===== config.mk =====
export PLATFORM = sky130hd
export DESIGN_NAME = lp_pipe_launch_sink_flat
export DESIGN_NICKNAME = d
export VERILOG_FILES = /design/src/rtl/lp_pipe_pkg.sv /design/src/rtl/lp_pipe_launch_sink_if.sv /design/src/rtl/lp_pipe_result_fifo.sv /design/src/rtl/lp_pipe_launch_sink.sv /design/src/flat_wrapper.sv
export SDC_FILE = /design/constraint.sdc
export NUM_CORES = 1
export LEC_CHECK = 0
export ABC_CLOCK_PERIOD_IN_PS = 2900
export CORE_UTILIZATION = 35
export CTS_CLUSTER_SIZE = 25
export DETAILED_ROUTE_END_ITERATION = 10
export GPL_ROUTABILITY_DRIVEN = 0
export HOLD_SLACK_MARGIN = 0.03
export SYNTH_ARGS = -nofsm -noshare
export SYNTH_HDL_FRONTEND = slang
export SYNTH_SLANG_ARGS = --single-unit

===== constraint.sdc =====
create_clock -name clk -period 2.9 [get_ports clk]
set_input_delay 0.435 -clock clk [delete_from_list [all_inputs] [get_ports clk]]
set_output_delay 0.435 -clock clk [all_outputs]
set_load 0.02 [all_outputs]

===== src/rtl/lp_pipe_pkg.sv =====
// Shared types, constants and helpers for the lp_pipe launch/sink controller.
package lp_pipe_pkg;

  // Default widths of the lp_piped_* family.
  localparam int unsigned LpSumWidth = 17;
  localparam int unsigned LpIdWidth  = 8;
  localparam int unsigned LpDepth    = 4;

  // Number of distinct IDs at the default width (IDs wrap modulo this).
  localparam int unsigned ID_WRAP = 2 ** LpIdWidth;

  // Buffered result at the default widths.
  typedef struct packed {
    logic [LpIdWidth-1:0]  id;
    logic [LpSumWidth-1:0] sum;
  } lp_result_t;

  // ceil(log2(n+1)): bits needed to hold the values 0..n.
  function automatic int unsigned clog2p1(input int unsigned n);
    int unsigned w;
    w = 0;
    while ((64'd1 << w) <= 64'(n)) w++;
    return w;
  endfunction

endpackage


===== src/rtl/lp_pipe_launch_sink_if.sv =====
// Handshake bundle between the launch/sink controller, upstream, the pipe and downstream.
interface lp_pipe_launch_sink_if #(
  parameter int unsigned SumWidth = 17,
  parameter int unsigned IdWidth  = 8,
  parameter int unsigned CntWidth = 3
);
  logic                in_valid;
  logic                in_ready;
  logic                launch;
  logic [IdWidth-1:0]  launch_id;
  logic                arrive;
  logic [IdWidth-1:0]  arrive_id;
  logic [SumWidth-1:0] sum;
  logic                accept_n;
  logic                out_valid;
  logic                out_ready;
  logic [SumWidth-1:0] out_sum;
  logic [IdWidth-1:0]  out_id;
  logic [CntWidth-1:0] outstanding;
  logic                idle;
  logic                id_err;

  // Controller side.
  modport master (
    input  in_valid, arrive, arrive_id, sum, out_ready,
    output in_ready, launch, launch_id, accept_n, out_valid, out_sum, out_id,
           outstanding, idle, id_err
  );

  // Environment side (upstream, pipe and downstream).
  modport slave (
    output in_valid, arrive, arrive_id, sum, out_ready,
    input  in_ready, launch, launch_id, accept_n, out_valid, out_sum, out_id,
           outstanding, idle, id_err
  );
endinterface


===== src/rtl/lp_pipe_result_fifo.sv =====
// Small synchronous FIFO holding returned {id, sum} results.
module lp_pipe_result_fifo
  import lp_pipe_pkg::*;
#(
  parameter int unsigned Width    = LpIdWidth + LpSumWidth,
  parameter int unsigned Depth    = LpDepth,
  parameter int unsigned CntWidth = clog2p1(Depth)
) (
  input  logic                clk,
  input  logic                rst_n,
  input  logic                i_push,
  input  logic [Width-1:0]    i_data,
  input  logic                i_pop,
  output logic                o_full,
  output logic                o_empty,
  output logic [CntWidth-1:0] o_count,
  output logic [Width-1:0]    o_head
);
  localparam int unsigned PtrWidth = (Depth > 1) ? $clog2(Depth) : 1;

  logic [Width-1:0]    r_mem [Depth];
  logic [PtrWidth-1:0] r_wr_ptr;
  logic [PtrWidth-1:0] r_rd_ptr;
  logic [CntWidth-1:0] r_count;
  logic                w_push;
  logic                w_pop;

  // Pointers wrap at Depth, which need not be a power of two.
  function automatic logic [PtrWidth-1:0] ptr_inc(input logic [PtrWidth-1:0] p);
    return (p == PtrWidth'(Depth - 1)) ? '0 : p + PtrWidth'(1);
  endfunction

  assign o_full  = (r_count == CntWidth'(Depth));
  assign o_empty = (r_count == '0);
  assign w_push  = i_push & ~o_full;
  assign w_pop   = i_pop & ~o_empty;
  assign o_count = r_count;
  assign o_head  = r_mem[r_rd_ptr];

  // Storage is cleared on reset so the head reads zero after reset.
  always_ff @(posedge clk) begin
    if (!rst_n) begin
      for (int i = 0; i < Depth; i++) r_mem[i] <= '0;
    end else if (w_push) begin
      r_mem[r_wr_ptr] <= i_data;
    end
  end

  // Pointer and occupancy update.
  always_ff @(posedge clk) begin
    if (!rst_n) begin
      r_wr_ptr <= '0;
      r_rd_ptr <= '0;
      r_count  <= '0;
    end else begin
      if (w_push) r_wr_ptr <= ptr_inc(r_wr_ptr);
      if (w_pop)  r_rd_ptr <= ptr_inc(r_rd_ptr);
      case ({w_push, w_pop})
        2'b10:   r_count <= r_count + CntWidth'(1);
        2'b01:   r_count <= r_count - CntWidth'(1);
        default: r_count <= r_count;
      endcase
    end
  end

endmodule


===== src/rtl/lp_pipe_launch_sink.sv =====
// Launch/sink controller: issues sequential launch IDs under a credit limit,
// buffers pipe results, checks arrival order and presents results downstream.
module lp_pipe_launch_sink
  import lp_pipe_pkg::*;
#(
  parameter int unsigned SumWidth = LpSumWidth,
  parameter int unsigned IdWidth  = LpIdWidth,
  parameter int unsigned Depth    = LpDepth,
  parameter int unsigned CntWidth = clog2p1(Depth)
) (
  input logic                  clk,
  input logic                  rst_n,
  lp_pipe_launch_sink_if.master bus
);
  typedef struct packed {
    logic [IdWidth-1:0]  id;
    logic [SumWidth-1:0] sum;
  } res_t;

  localparam logic [CntWidth-1:0] DepthCnt = CntWidth'(Depth);

  logic [IdWidth-1:0]  r_next_id;
  logic [IdWidth-1:0]  r_exp_id;
  logic [CntWidth-1:0] r_outstanding;
  logic                r_id_err;

  logic                w_in_ready;
  logic                w_launch;
  logic                w_take;
  logic                w_pop;
  logic                w_full;
  logic                w_empty;
  logic [CntWidth-1:0] w_fifo_count;
  logic                w_id_bad;
  res_t                w_push_data;
  res_t                w_head;

  // Credits come from registered state only, so in_ready has no input path.
  assign w_in_ready  = (r_outstanding < DepthCnt);
  assign w_launch    = bus.in_valid & w_in_ready;
  assign w_take      = bus.arrive & ~w_full;
  assign w_pop       = ~w_empty & bus.out_ready;
  assign w_push_data = '{id: bus.arrive_id, sum: bus.sum};
  // Out of order, or nothing in flight (every outstanding op already buffered).
  assign w_id_bad    = (bus.arrive_id != r_exp_id) || (r_outstanding == w_fifo_count);

  lp_pipe_result_fifo #(
    .Width    ($bits(res_t)),
    .Depth    (Depth),
    .CntWidth (CntWidth)
  ) u_fifo (
    .clk     (clk),
    .rst_n   (rst_n),
    .i_push  (w_take),
    .i_data  (w_push_data),
    .i_pop   (w_pop),
    .o_full  (w_full),
    .o_empty (w_empty),
    .o_count (w_fifo_count),
    .o_head  (w_head)
  );

  // ID generator, ID checker and credit counter.
  always_ff @(posedge clk) begin
    if (!rst_n) begin
      r_next_id     <= '0;
      r_exp_id      <= '0;
      r_outstanding <= '0;
      r_id_err      <= 1'b0;
    end else begin
      if (w_launch) r_next_id <= r_next_id + IdWidth'(1);
      if (w_take) begin
        r_exp_id <= r_exp_id + IdWidth'(1);
        if (w_id_bad) r_id_err <= 1'b1;
      end
      case ({w_launch, w_pop})
        2'b10:   r_outstanding <= r_outstanding + CntWidth'(1);
        // Guard keeps a stale post-reset result from underflowing the count.
        2'b01:   if (r_outstanding != '0) r_outstanding <= r_outstanding - CntWidth'(1);
        default: r_outstanding <= r_outstanding;
      endcase
    end
  end

  assign bus.in_ready    = w_in_ready;
  assign bus.launch      = w_launch;
  assign bus.launch_id   = r_next_id;
  assign bus.accept_n    = w_full;
  assign bus.out_valid   = ~w_empty;
  assign bus.out_sum     = w_head.sum;
  assign bus.out_id      = w_head.id;
  assign bus.outstanding = r_outstanding;
  assign bus.idle        = (r_outstanding == '0);
  assign bus.id_err      = r_id_err;

endmodule

===== src/flat_wrapper.sv =====
// flat-port wrapper written by rule: the top's interface ports become plain ports
module lp_pipe_launch_sink_flat import lp_pipe_pkg::*;
#(
  parameter int unsigned SumWidth = LpSumWidth,
  parameter int unsigned IdWidth  = LpIdWidth,
  parameter int unsigned Depth    = LpDepth,
  parameter int unsigned CntWidth = clog2p1(Depth)
)
  (clk, rst_n, bus_in_valid, bus_arrive, bus_arrive_id, bus_sum, bus_out_ready, bus_in_ready, bus_launch, bus_launch_id, bus_accept_n, bus_out_valid, bus_out_sum, bus_out_id, bus_outstanding, bus_idle, bus_id_err);
  lp_pipe_launch_sink_if #(.SumWidth(SumWidth), .IdWidth(IdWidth), .CntWidth(CntWidth)) bus_i ();
  input logic clk;
  input logic rst_n;
  input wire logic [$bits(bus_i.in_valid)-1:0] bus_in_valid;
  input wire logic [$bits(bus_i.arrive)-1:0] bus_arrive;
  input wire logic [$bits(bus_i.arrive_id)-1:0] bus_arrive_id;
  input wire logic [$bits(bus_i.sum)-1:0] bus_sum;
  input wire logic [$bits(bus_i.out_ready)-1:0] bus_out_ready;
  output wire logic [$bits(bus_i.in_ready)-1:0] bus_in_ready;
  output wire logic [$bits(bus_i.launch)-1:0] bus_launch;
  output wire logic [$bits(bus_i.launch_id)-1:0] bus_launch_id;
  output wire logic [$bits(bus_i.accept_n)-1:0] bus_accept_n;
  output wire logic [$bits(bus_i.out_valid)-1:0] bus_out_valid;
  output wire logic [$bits(bus_i.out_sum)-1:0] bus_out_sum;
  output wire logic [$bits(bus_i.out_id)-1:0] bus_out_id;
  output wire logic [$bits(bus_i.outstanding)-1:0] bus_outstanding;
  output wire logic [$bits(bus_i.idle)-1:0] bus_idle;
  output wire logic [$bits(bus_i.id_err)-1:0] bus_id_err;
  assign bus_i.in_valid = bus_in_valid;
  assign bus_i.arrive = bus_arrive;
  assign bus_i.arrive_id = bus_arrive_id;
  assign bus_i.sum = bus_sum;
  assign bus_i.out_ready = bus_out_ready;
  assign bus_in_ready = bus_i.in_ready;
  assign bus_launch = bus_i.launch;
  assign bus_launch_id = bus_i.launch_id;
  assign bus_accept_n = bus_i.accept_n;
  assign bus_out_valid = bus_i.out_valid;
  assign bus_out_sum = bus_i.out_sum;
  assign bus_out_id = bus_i.out_id;
  assign bus_outstanding = bus_i.outstanding;
  assign bus_idle = bus_i.idle;
  assign bus_id_err = bus_i.id_err;
  lp_pipe_launch_sink #(.SumWidth(SumWidth), .IdWidth(IdWidth), .Depth(Depth), .CntWidth(CntWidth)) u_core (.clk(clk), .rst_n(rst_n), .bus(bus_i));
endmodule

==> results of run 1 <==
[cell type report]
class / instances / area [µm²]
clock buffers: 22 / 444
clock inverters: 7 / 113
fillers: 1451 / 8730
inverters: 7 / 26.3
multi-input cells: 253 / 2110
flip-flops and latches: 129 / 3580
well taps: 216 / 270
repair buffers: 87 / 843
[worst max-delay path by stage]
stage | cells after the start | end | startpoint
3_5_place_dp | 9 | u_core.u_fifo.o_count[2] | bus_arrive
6_report | 9 | u_core.u_fifo.o_count[2] | u_core.u_fifo.o_count[2]
2_1_floorplan | 6 | u_core.u_fifo.r_mem[3][0] | u_core.u_fifo.o_count[0]
4_1_cts | 9 | u_core.u_fifo.o_count[2] | u_core.u_fifo.o_count[2]
3_3_place_gp | 9 | u_core.u_fifo.o_count[2] | bus_arrive
5_1_grt | 9 | u_core.u_fifo.o_count[2] | u_core.u_fifo.o_count[2]
[per-layer routing]
layer | global-route usage | vias to the layer above | share of wire
li1 | - | 1649 | -
met1 | 0.192 | 1714 | 0.46
met2 | 0.247 | 79 | 0.49
met3 | 0.0471 | 11 | 0.042
met4 | 0.0523 | 0 | 0.011
met5 | 0 | - | 0
[cell families (layout without fill, tap and decap cells)]
| family | after synthesis | in the layout | share of synthesized area |
|---|---|---|---|
| buffers and inverters | 30 | 123 | 0.0315 |
| muxes | 28 | 28 | 0.101 |
| xor gates and xnor gates | 26 | 26 | 0.0388 |
| and+or+nand+nor | 172 | 172 | 0.180 |
| AOI/OAI and AO/OA | 20 | 20 | 0.0219 |
| adders and majority gates | 7 | 7 | 0.0162 |
| DFF | 129 | 129 | 0.610 |
[worst max-delay path: stages, from the launching register on]
cell and delay (ns):
dfxtp_1 0.41, or3b_1 0.49, and2_4 0.23, inv_2 0.15, ha_1 0.22, inv_1 0.06
fa_1 0.38, xor2_1 0.16, or3_1 0.30, a21boi_0 0.15
[state kept, by name (all words and copies together), names as in the netlist, named ones only]
signal,flops
u_core.bus.id_err,1
u_core.u_fifo.o_count,3
u_core.u_fifo.r_rd_ptr,2
u_core.bus.launch_id,8
u_core.u_fifo.r_wr_ptr,2
u_core.bus.outstanding,3
u_core.r_exp_id,8
u_core.u_fifo.r_mem,100
[cells in the mapped netlist, drive strengths merged]
cell type,number,area (µm²)
nor4b,2,32.5
or3,4,25.0
xnor2,19,166
and4b,1,10.0
ha,6,75.1
and3,4,25.0
nor2,3,11.3
a31oi,1,6.26
o32ai,1,8.76
nor2b,3,18.8
nor4,1,6.26
nand4,9,56.3
mux4,25,563
edfxtp,100,3000
nand3,1,5.00
o31ai,1,7.51
xor2,7,61.3
a21oi,3,15.0
fa,1,20.0
or3b,1,8.76
and4,1,8.76
nand2b,5,31.3
buf,13,119
a21boi,7,52.6
nand2,16,60.1
and3b,1,8.76
dfxtp,29,581
nor3,3,15.0
inv,7,26.3
mux2i,3,30.0
o21ai,6,30.0
and2,117,737
a311oi,1,8.76
clkbuf,10,40.0
[through the flow]
step / worst slack [ns] / area [µm²] / util
finish: 0.267 / 7390 / 0.459
global route: 0.0817 / 7390 / 0.459
CTS: 0.261 / 7390 / 0.459
detailed placement: 0.258 / 6830 / 0.424
global placement: 0.333 / 6830 / 0.424
floorplan: 0.374 / 5870 / -
[where the power goes]
group          internal (mW)  switching (mW)
logic                  0.740           0.733
registers               2.20           0.119
clock network           1.33           0.727
==> results.py, run 1 <==
metrics = {
    "setup_path": {
        "worst-r2r-cell-count": 9,
        "critical_path.reg2reg.startpoint": "u_core.u_fifo.o_count[2]",
        "crit_required_ns": 3.23,
        "endpoint_kind": "flop",
        "timing.critical_path.arrival_ns": 2.97,
        "critical_path.startpoint_type": "flop",
        "path_max_fanout": 8,
        "worst-setup-path-type": "flop to flop",
        "regToRegEndpoint": "u_core.u_fifo.o_count[2]",
        "timing.reg2reg.setup_slack_ns": 0.27,
    },
    "sta": {
        "finalHoldWorstSlack_ns": 0.486,
        "finalHoldViolCount": 0,
        "finalClockSkew_ns": 0.00559,
        "period_utilisation_layout": 0.908,
        "number_of_slew_limit_violations_in_the_final_report": 0,
        "timing.final.crit_period_ns": 2.63,
        "setup_violations": 0,
        "worst_slew_pin_slew_ns": 0.802,
        "tns_ns": 0,
        "rsz0062_at_grt": "no",
        "clock.fmax_mhz": 380,
        "maxSlewHeadroom": 0.461,
    },
    "power": {
        "pwr_density_cell_mw_per_mm2": 791,
        "power.total_mw": 5.85,
        "p_leak_nw": 2.71,
        "max-vdd-ir-drop_uv": 485,
    },
    "routing": {
        "finalWirelength_um": 12200,
        "drtAntennaViolNets": 0,
        "detail_route.first_pass.iterations": 4,
        "dr_total_vias": 3453,
        "drc": 0,
        "routed_wire_length_per_instance_um": 17.0,
        "vias_per_cell": 4.79,
        "detailed_router_s_first_iteration_violation_count": 192,
    },
    "global_route": {
        "grt_pass1_wl_um": 19800,
        "grt_antenna_before_repair": 0,
        "grt_pass1_vias": 3626,
        "overflow_left_after_global_routing": 0,
        "grt_start_max_net_pins": 26,
        "grt_resource_usage_total": 0.152,
    },
    "finish": {
        "area_delta_synth_final_pct": 25.8,
        "most-common-layout-cells": "115 x and2_1, 100 x edfxtp_1, 71 x clkdlybuf4s50_1",
        "mostFrequentLayoutCell": "and2_1",
        "layout-drive-gt1-share": 0.139,
        "layoutNonFillerInstCount": 721,
        "nNetsFinal": 532,
        "n_antenna_cell": 0,
    },
    "clocking": {
        "num_clock_sinks": 129,
        "cts-resized-gates": 0,
        "postCtsHoldBufs": 0,
        "cts_inserted_buffers": 17,
        "tritoncts": "yes",
        "clock_transition_at_the_registers_of_the_reported_paths_ns": 0.05,
        "clock-root-buffer": "clkbuf_16",
        "clock_path_buffers": 2,
        "clock_insertion_delay_worst_skew_ns": 0.41,
        "cts_post_setup_buffers_inserted": 0,
        "cts_max_level": 4,
    },
    "place": {
        "place_inst": 692,
        "dp.final_hpwl_um": 7410,
        "io_buffer_count": 71,
    },
    "synth": {
        "mean_syn_cell_area_um2": 14.3,
        "mappedNetlistArea_mm2": 0.00587,
        "ys_ff_latch": 129,
        "ys_seq_area_frac": 0.610,
        "yosysUniqueCellTypes": 40,
        "yosysWarnings": 0,
        "synth_fp_nets": 449,
        "post_synth_inst_count": 412,
    },
    "floorplanning": {
        "chipHeight_um": 132,
        "floorplan.die.width_um": 132,
        "num_io_pins": 72,
        "rows": 46,
        "floorplan.die_area_mm2": 0.0173,
        "floorplan.initialDensity": 0.364,
        "design.core.area_mm2": 0.0161,
    },
    "worst_hold_path": {
        "worst_hold_startpoint": "u_core.r_exp_id[7]",
        "min_delay_worst_endpoint": "u_core.r_exp_id[7]",
        "hold_path_class": "flop to flop",
        "min_delay_path_depth": 2,
    },
    "job": {
        "drv.max_cap_violation_count": 0,
    },
    "run_status": {
        "status": "complete, no violations",
    },
}
No activity file was read; power rests on OpenSTA's default activity.
==> inputs of run 2 (changes only) <==
==> constraint.sdc (replaced) <==
create_clock -name clk -period 2.9 [get_ports clk]
set_input_delay 0.29 -clock clk [delete_from_list [all_inputs] [get_ports clk]]
set_output_delay 0.29 -clock clk [all_outputs]
set_load 0.02 [all_outputs]
==> run 2 against run 1 <==
  * Cell area about the same
  * Sequential power is essentially flat
  * Highest routed layer unchanged
  * Critical endpoint unchanged
  * Critical path depth is the same
==> results.py, run 2 (synthesis results as in run 1) <==
metrics = {
    "setup_path": {
        "crit_required_ns": 3.23,
        "worst-setup-path-type": "flop to flop",
        "path_max_fanout": 8,
        "critical_path.startpoint_type": "flop",
        "endpoint_kind": "flop",
        "timing.reg2reg.setup_slack_ns": 0.29,
        "timing.critical_path.arrival_ns": 2.93,
    },
    "clocking": {
        "cts-resized-gates": 0,
        "cts_inserted_buffers": 17,
        "num_clock_sinks": 129,
        "clock_insertion_delay_worst_skew_ns": 0.40,
        "postCtsHoldBufs": 0,
        "tritoncts": "yes",
        "clock_path_buffers": 2,
        "cts_post_setup_buffers_inserted": 0,
        "clock_transition_at_the_registers_of_the_reported_paths_ns": 0.05,
        "clock-root-buffer": "clkbuf_16",
        "cts_max_level": 4,
    },
    "floorplanning": {
        "rows": 46,
        "num_io_pins": 72,
        "floorplan.die_area_mm2": 0.0173,
        "floorplan.initialDensity": 0.364,
        "design.core.area_mm2": 0.0161,
        "chipHeight_um": 132,
        "floorplan.die.width_um": 132,
    },
    "sta": {
        "worst_slew_pin_slew_ns": 0.739,
        "finalHoldViolCount": 0,
        "tns_ns": 0,
        "timing.final.crit_period_ns": 2.61,
        "rsz0062_at_grt": "no",
        "finalClockSkew_ns": 0.00415,
        "clock.fmax_mhz": 384,
        "postLayoutSetupSlackWorst_ns": 0.294,
        "number_of_slew_limit_violations_in_the_final_report": 0,
        "period_utilisation_layout": 0.899,
        "finalHoldWorstSlack_ns": 0.483,
        "setup_violations": 0,
        "maxSlewHeadroom": 0.503,
    },
    "routing": {
        "drtAntennaViolNets": 0,
        "routed_wire_length_per_instance_um": 16.9,
        "finalWirelength_um": 12200,
        "dr_total_vias": 3374,
        "detailed_router_s_first_iteration_violation_count": 174,
        "vias_per_cell": 4.67,
        "drc": 0,
        "detail_route.first_pass.iterations": 4,
    },
    "finish": {
        "registers.top_by_ff_count": "u_core.u_fifo.r_mem",
        "mostFrequentLayoutCell": "and2_1",
        "n_fill_cell": 1440,
        "nNetsFinal": 530,
        "layout-drive-gt1-share": 0.140,
        "postLayoutCellArea_mm2": 0.00738,
        "most-common-layout-cells": "115 x and2_1, 100 x edfxtp_1, 71 x clkdlybuf4s50_1",
        "area_delta_synth_final_pct": 25.7,
        "largest_reg_flops": 100,
        "n_antenna_cell": 0,
    },
    "global_route": {
        "overflow_left_after_global_routing": 0,
        "grt_pass1_vias": 3654,
        "grt_resource_usage_total": 0.151,
        "grt_start_max_net_pins": 26,
        "grt_pass1_wl_um": 19500,
        "grt_antenna_before_repair": 0,
    },
    "worst_hold_path": {
        "hold_path_class": "flop to flop",
    },
    "job": {
        "drv.max_cap_violation_count": 0,
    },
    "power": {
        "max-vdd-ir-drop_uv": 511,
        "pwr_density_cell_mw_per_mm2": 784,
        "power.total_mw": 5.79,
        "p_leak_nw": 2.70,
    },
    "place": {
        "placement.cell_area_mm2": 0.00683,
        "io_buffer_count": 71,
        "dp.final_hpwl_um": 7400,
        "post-place-ws_ns": 0.280,
    },
    "run_status": {
        "status": "complete, no violations",
    },
}
run 2: worst max-delay path, stage by stage (launching register included):
cell and delay [ns]:
dfxtp_1 0.40, or3b_1 0.48, and2_4 0.23, inv_2 0.15, ha_1 0.20, inv_1 0.06
fa_1 0.37, xor2_1 0.17, or3_1 0.30, a21boi_0 0.17
run 2: worst paths after layout:
path                                 start                        to  depth (start not counted)
setup / recovery  u_core.u_fifo.o_count[2]  u_core.u_fifo.o_count[2]                          9
hold / removal          u_core.r_exp_id[7]        u_core.r_exp_id[7]                          2
hold reg to reg         u_core.r_exp_id[7]        u_core.r_exp_id[7]                          2
setup reg to reg  u_core.u_fifo.o_count[2]  u_core.u_fifo.o_count[2]                          9
run 2: per-stage QoR:
| stage | util | std cells |
|---|---|---|
| finish | 0.458 | 722 |
| global route | 0.458 | 722 |
| CTS | 0.458 | 722 |
| detailed placement | 0.424 | 690 |
| global placement | 0.424 | 690 |
| floorplan | - | 412 |
run 2: final cells by class:
type | count | area [µm²] | area share
Sequential cell | 129 | 3580 | 0.486
Multi-Input combinational cell | 253 | 2110 | 0.286
Timing Repair Buffer | 85 | 841 | 0.114
Clock buffer | 20 | 437 | 0.0591
Tap cell | 216 | 270 | 0.0366
Clock inverter | 12 | 116 | 0.0158
Inverter | 7 | 26.3 | 0.00356
run 2: where the power goes:
| group | switching (mW) | leakage (nW) | internal [mW] |
|---|---|---|---|
| clock | 0.745 | 0.270 | 1.25 |
| combinational | 0.731 | 1.16 | 0.741 |
| sequential | 0.120 | 1.28 | 2.20 |
run 2: per-layer routing:
layer | up-vias | share of wire | GRT usage
li1 | 1645 | - | -
met1 | 1651 | 0.44 | 0.184
met2 | 69 | 0.50 | 0.255
met3 | 9 | 0.045 | 0.0486
met4 | 0 | 0.011 | 0.0446
met5 | - | 0 | 0
